### src/rtl/inv_sbox_iter.sv
// inv_sbox_iter: four-lane AES inverse S-box built around an iterative
// GF(2^8) exponentiation (x^254 by square-and-multiply, one step per clock).
// Each lane applies the inverse affine map, then raises the result to the
// 254th power, which is the multiplicative inverse (0 maps to 0).
// Optional feature: define INV_SBOX_ITER_FWD_EN to add the `fwd` input.
// With fwd = 1 the block computes the forward S-box instead.
// The latency and the handshake are the same in both modes.
module inv_sbox_iter (
   input  logic        clk,
   input  logic        rst_n,
`ifdef INV_SBOX_ITER_FWD_EN
   input  logic        fwd,
`endif
   input  logic        in_valid,
   output logic        in_ready,
   input  logic [31:0] in,
   output logic        out_valid,
   input  logic        out_ready,
   output logic [31:0] out,
   output logic        busy
);

   typedef enum logic [1:0] {IDLE, EXP, DONE} state_t;

   // Final exponent step: squaring only, no multiply by x.
   localparam logic [2:0] LAST_CNT = 3'd6;

   state_t      state_q, state_d;
   logic [31:0] x_q, x_d;
   logic [31:0] r_q, r_d;
   logic [2:0]  cnt_q, cnt_d;
   logic [31:0] out_q, out_d;
   logic        fwd_q, fwd_d;

   // Per-lane datapath results.
   logic [31:0] sq_w, sqx_w, pre_w, post_w;
   logic        fwd_in_w;

   // GF(2^8) multiply, shift-and-reduce modulo x^8+x^4+x^3+x+1 (0x11B).
   function automatic logic [7:0] gf_mul(input logic [7:0] a, input logic [7:0] b);
      logic [7:0] p;
      logic [7:0] aa;
      p  = 8'h00;
      aa = a;
      for (int i = 0; i < 8; i++) begin
         if (b[i]) p = p ^ aa;
         aa = aa[7] ? ({aa[6:0], 1'b0} ^ 8'h1B) : {aa[6:0], 1'b0};
      end
      return p;
   endfunction

   function automatic logic [7:0] rotl(input logic [7:0] v, input int unsigned n);
      return (v << n) | (v >> (8 - n));
   endfunction

   function automatic logic [7:0] inv_affine(input logic [7:0] s);
      return rotl(s, 1) ^ rotl(s, 3) ^ rotl(s, 6) ^ 8'h05;
   endfunction

   function automatic logic [7:0] fwd_affine(input logic [7:0] b);
      return b ^ rotl(b, 1) ^ rotl(b, 2) ^ rotl(b, 3) ^ rotl(b, 4) ^ 8'h63;
   endfunction

`ifdef INV_SBOX_ITER_FWD_EN
   assign fwd_in_w = fwd;
`else
   assign fwd_in_w = 1'b0;
`endif

   // Four identical, independent lanes: pre-affine, square, square-times-x, post-map.
   always_comb begin
      sq_w   = '0;
      sqx_w  = '0;
      pre_w  = '0;
      post_w = '0;
      for (int l = 0; l < 4; l++) begin
         sq_w[8*l +: 8]   = gf_mul(r_q[8*l +: 8], r_q[8*l +: 8]);
         sqx_w[8*l +: 8]  = gf_mul(sq_w[8*l +: 8], x_q[8*l +: 8]);
         pre_w[8*l +: 8]  = fwd_in_w ? in[8*l +: 8] : inv_affine(in[8*l +: 8]);
         post_w[8*l +: 8] = fwd_q ? fwd_affine(sq_w[8*l +: 8]) : sq_w[8*l +: 8];
      end
   end

   // Next-state logic: accept in IDLE, one exponent step per cycle in EXP, hold in DONE.
   always_comb begin
      // NOTE: every next-state signal gets its hold value first, so no path leaves one unassigned and no latch is inferred.
      state_d = state_q;
      x_d     = x_q;
      r_d     = r_q;
      cnt_d   = cnt_q;
      out_d   = out_q;
      fwd_d   = fwd_q;
      case (state_q)
         IDLE: begin
            if (in_valid) begin
               x_d     = pre_w;
               r_d     = pre_w;
               cnt_d   = 3'd0;
               fwd_d   = fwd_in_w;
               state_d = EXP;
            end
         end
         EXP: begin
            r_d   = (cnt_q < LAST_CNT) ? sqx_w : sq_w;
            cnt_d = cnt_q + 3'd1;
            if (cnt_q == LAST_CNT) begin
               out_d   = post_w;
               state_d = DONE;
            end
         end
         DONE: begin
            if (out_ready) state_d = IDLE;
         end
         default: state_d = IDLE;
      endcase
   end

   // State registers; reset is synchronous and overrides any transaction in flight.
   always_ff @(posedge clk) begin
      // NOTE: registers take non-blocking assignments so every flop samples pre-edge values, whatever the statement order.
      if (!rst_n) begin
         state_q <= IDLE;
         x_q     <= '0;
         r_q     <= '0;
         cnt_q   <= '0;
         out_q   <= '0;
         fwd_q   <= 1'b0;
      end else begin
         state_q <= state_d;
         x_q     <= x_d;
         r_q     <= r_d;
         cnt_q   <= cnt_d;
         out_q   <= out_d;
         fwd_q   <= fwd_d;
      end
   end

   assign in_ready  = (state_q == IDLE);
   assign out_valid = (state_q == DONE);
   assign busy      = (state_q != IDLE);
   assign out       = out_q;

endmodule

### config.mk
export PLATFORM = sky130hd
export DESIGN_NAME = inv_sbox_iter
export DESIGN_NICKNAME = d
export VERILOG_FILES = /design/src/rtl/inv_sbox_iter.sv
export SDC_FILE = /design/constraint.sdc
export NUM_CORES = 1
export LEC_CHECK = 0
export CORE_MARGIN = 2
export CORE_UTILIZATION = 63
export CTS_BUF_LIST = sky130_fd_sc_hd__clkbuf_4 sky130_fd_sc_hd__clkbuf_8 sky130_fd_sc_hd__clkbuf_16
export CTS_CLUSTER_SIZE = 12
export DETAILED_ROUTE_END_ITERATION = 16
export PLACE_DENSITY = 0.92
export SLEW_MARGIN = 20
export SYNTH_ARGS = -nofsm -noshare
export SYNTH_HDL_FRONTEND = slang
export SYNTH_SLANG_ARGS = --single-unit
### constraint.sdc
create_clock -name clk -period 4.35 [get_ports clk]
set_clock_uncertainty 0.15 [all_clocks]
set_input_delay 1.0875 -clock clk [delete_from_list [all_inputs] [get_ports clk]]
set_output_delay 1.0875 -clock clk [all_outputs]
set_load 0.005 [all_outputs]
==> flow_summary.toml <==
[detailed_routing]
wl_met2_mm = 17.3
via_per_inst = 6.13
ant_nets = 0
drtIter0Drc = 1386
detail_route.wl_per_cell_um = 18.2
drc = 0
routed_wirelength_mm = 36.4
wl_met1_mm = 14.6
via_count = 12300
highest_layer = "met4"
route.met3.wl_mm = 3.18
firstDrtPassIters = 6

[global_route]
grt_overflow = 0
antenna_found_initial = 0
grt_pass1_vias = 11900
grt_pass1_wl_mm = 58.9
grt_start_max_net_pins = 66
track_usage = 0.326

[timing]
fmax_ghz = 0.241
fin_crit_ns = 4.14
drv_slew = 0
rsz0062_at_grt = "no"
fin_crit_sh = 0.952
finalSetupViolations = 0
relSlewSlack = 0.439
worst_pin_slew_ns = 0.841
tns_ns = 0
hold_violations = 0

[placement]
routabilityCongestion = 0.937
hpwl_mm = 26.1
portBuffers = 70
place_area_um2 = 14300

[logic_synthesis]
synthDistinctLibCells = 76
synthFlopType = "dfxtp_1"
netlist_area_um2 = 13400
synth-edff-count = 0
synth-async-reset-ratio = 0
netlist_instances = 1715
synth_area_per_cell_um2 = 7.80
synth_seq_cells = 101
synthesis.nets = 1757
ys_warn_count = 0
seq_area_frac_synth = 0.151

[cts]
cts_made_buffers = 9
h-tree-depth = 3
cts_root_buf = "clkbuf_16"
post_cts_buffers = 0
path_clk_slew_ns = 0.08
holdBufCountCts = 0
clk_path_buf_depth = 2
cts_resized = 0
worst_skew_pair.late_latency_ns = 0.37
clock_sinks = 101
cts_tree = "done"

[setup_path]
path_class = "register to register"
cp_max_fo = 8
crit_required_ns = 4.45
r2r_cells = 12
startpoint_type = "register"
r2r_setup_slack_ns = 0.21
r2r-end = "r_q[28]$_SDFFE_PN0P_"
timing.rr.start = "r_q[24]$_SDFFE_PN0P_"
end_kind = "register"
cp.arrival_ns = 4.24

[outcome]
status = "finished, final reports clean"

[min_path]
hold_depth = 2
hp-class = "register to register"
hold_end = "out[2]$_SDFFE_PN0P_"
holdCritStartpoint = "out[2]$_SDFFE_PN0P_"

[finish]
final_cell_mix = "nand2_1, xnor2_1, xor2_1"
final_nets = 1763
antenna_cells = 0
final_common_cell = "nand2_1"
fin_area_um2 = 14600
drive_above_1_share = 0.0805
area_growth_pct = 9.43

[floorplanning]
die_w_um = 150
die_y_um = 150
design.core.area_um2 = 21000
core.rowCount = 53
num_io_pins = 71
initial_utilization = 0.638
dieArea_um2 = 22400

[run]
drv_cap = 0
[Yosys cell counts, types with 7 or more instances]
master	instances	area share
nand2_1	335	0.094
xnor2_1	268	0.18
xor2_1	114	0.075
nor2_1	106	0.030
a21oi_1	104	0.039
dfxtp_1	101	0.15
clkbuf_1	80	0.022
o21ai_0	58	0.022
xnor3_1	57	0.096
buf_2	41	0.015
nor2b_1	41	0.019
mux2i_1	37	0.028
a21boi_0	31	0.017
nand2b_1	30	0.014
o211ai_1	28	0.016
inv_1	26	0.0073
nand3_1	16	0.0060
a211oi_1	15	0.0084
and2_1	14	0.0065
buf_4	13	0.0073
a22oi_1	12	0.0067
a221oi_1	11	0.0072
nand3b_1	10	0.0056
xnor2_2	10	0.012
mux2_2	9	0.0076
nor3b_1	9	0.0051
nor3_1	8	0.0030
o211a_1	8	0.0060
and3_1	7	0.0033
o22ai_1	7	0.0033
xor2_2	7	0.0085
xor3_1	7	0.012
[flip-flops by register name, summed over array words and instances, names as in the netlist]
signal   cells
out         32
cnt_q        3
x_q         32
state_q      2
r_q         32
[area by class of cell]
class / instances / area [µm²]
Multi-Input combinational cell: 1447 / 10700
Fill cell: 1636 / 6320
Sequential cell: 101 / 2030
Timing Repair Buffer: 136 / 1220
Tap cell: 275 / 344
Clock buffer: 10 / 239
Inverter: 26 / 97.6
Clock inverter: 6 / 53.8
[layer usage]
metal  up-vias  track usage
met2       625        0.538
met1      5790        0.415
met3       120       0.0503
met5         -            0
met4         0        0.160
li1       5727            -
[critical path, cell delays in order (launching register included)]
cell and delay [ns]:
dfxtp_1 0.50, ha_2 0.41, xnor2_1 0.21, nand2_1 0.10, xnor2_1 0.25, xnor3_1 0.39, xnor2_2 0.53, xnor3_1 0.57
nand2_1 0.14, xnor2_1 0.14, xnor3_1 0.29, xnor2_1 0.25, a21oi_1 0.11
[metrics by stage]
stage	util	std cells	worst slack (ns)	hold WS (ns)
floorplan	-	1715	0.555	0.310
global placement	0.683	1985	0.394	0.302
detailed placement	0.683	1985	0.178	0.310
CTS	0.697	2001	0.0767	0.324
global route	0.698	2001	0.0167	0.343
finish	0.698	2001	0.208	0.320
[worst max-delay path by stage]
stage | endpoint | slack [ns] | startpoint
CTS | r_q[7]$_SDFFE_PN0P_ | 0.08 | r_q[6]$_SDFFE_PN0P_
global route | r_q[17]$_SDFFE_PN0P_ | 0.02 | r_q[22]$_SDFFE_PN0P_
floorplan | r_q[28]$_SDFFE_PN0P_ | 0.55 | r_q[24]$_SDFFE_PN0P_
finish | r_q[28]$_SDFFE_PN0P_ | 0.21 | r_q[24]$_SDFFE_PN0P_
global placement | r_q[28]$_SDFFE_PN0P_ | 0.39 | r_q[24]$_SDFFE_PN0P_
detailed placement | r_q[7]$_SDFFE_PN0P_ | 0.18 | r_q[6]$_SDFFE_PN0P_
[kinds of logic after synthesis]
logic type / Yosys count / share of synthesized area
DFF: 101 / 0.151
muxes: 47 / 0.0363
AOI/OAI and AO/OA: 334 / 0.165
xor gates and xnor gates: 469 / 0.391
adders and majority gates: 6 / 0.00561
and+or+nand+nor: 591 / 0.196
buffers and inverters: 167 / 0.0549
Power is left out: the tool's default activity adds up to more than one toggle a clock period on the data nets, which glitch-free logic cannot reach.
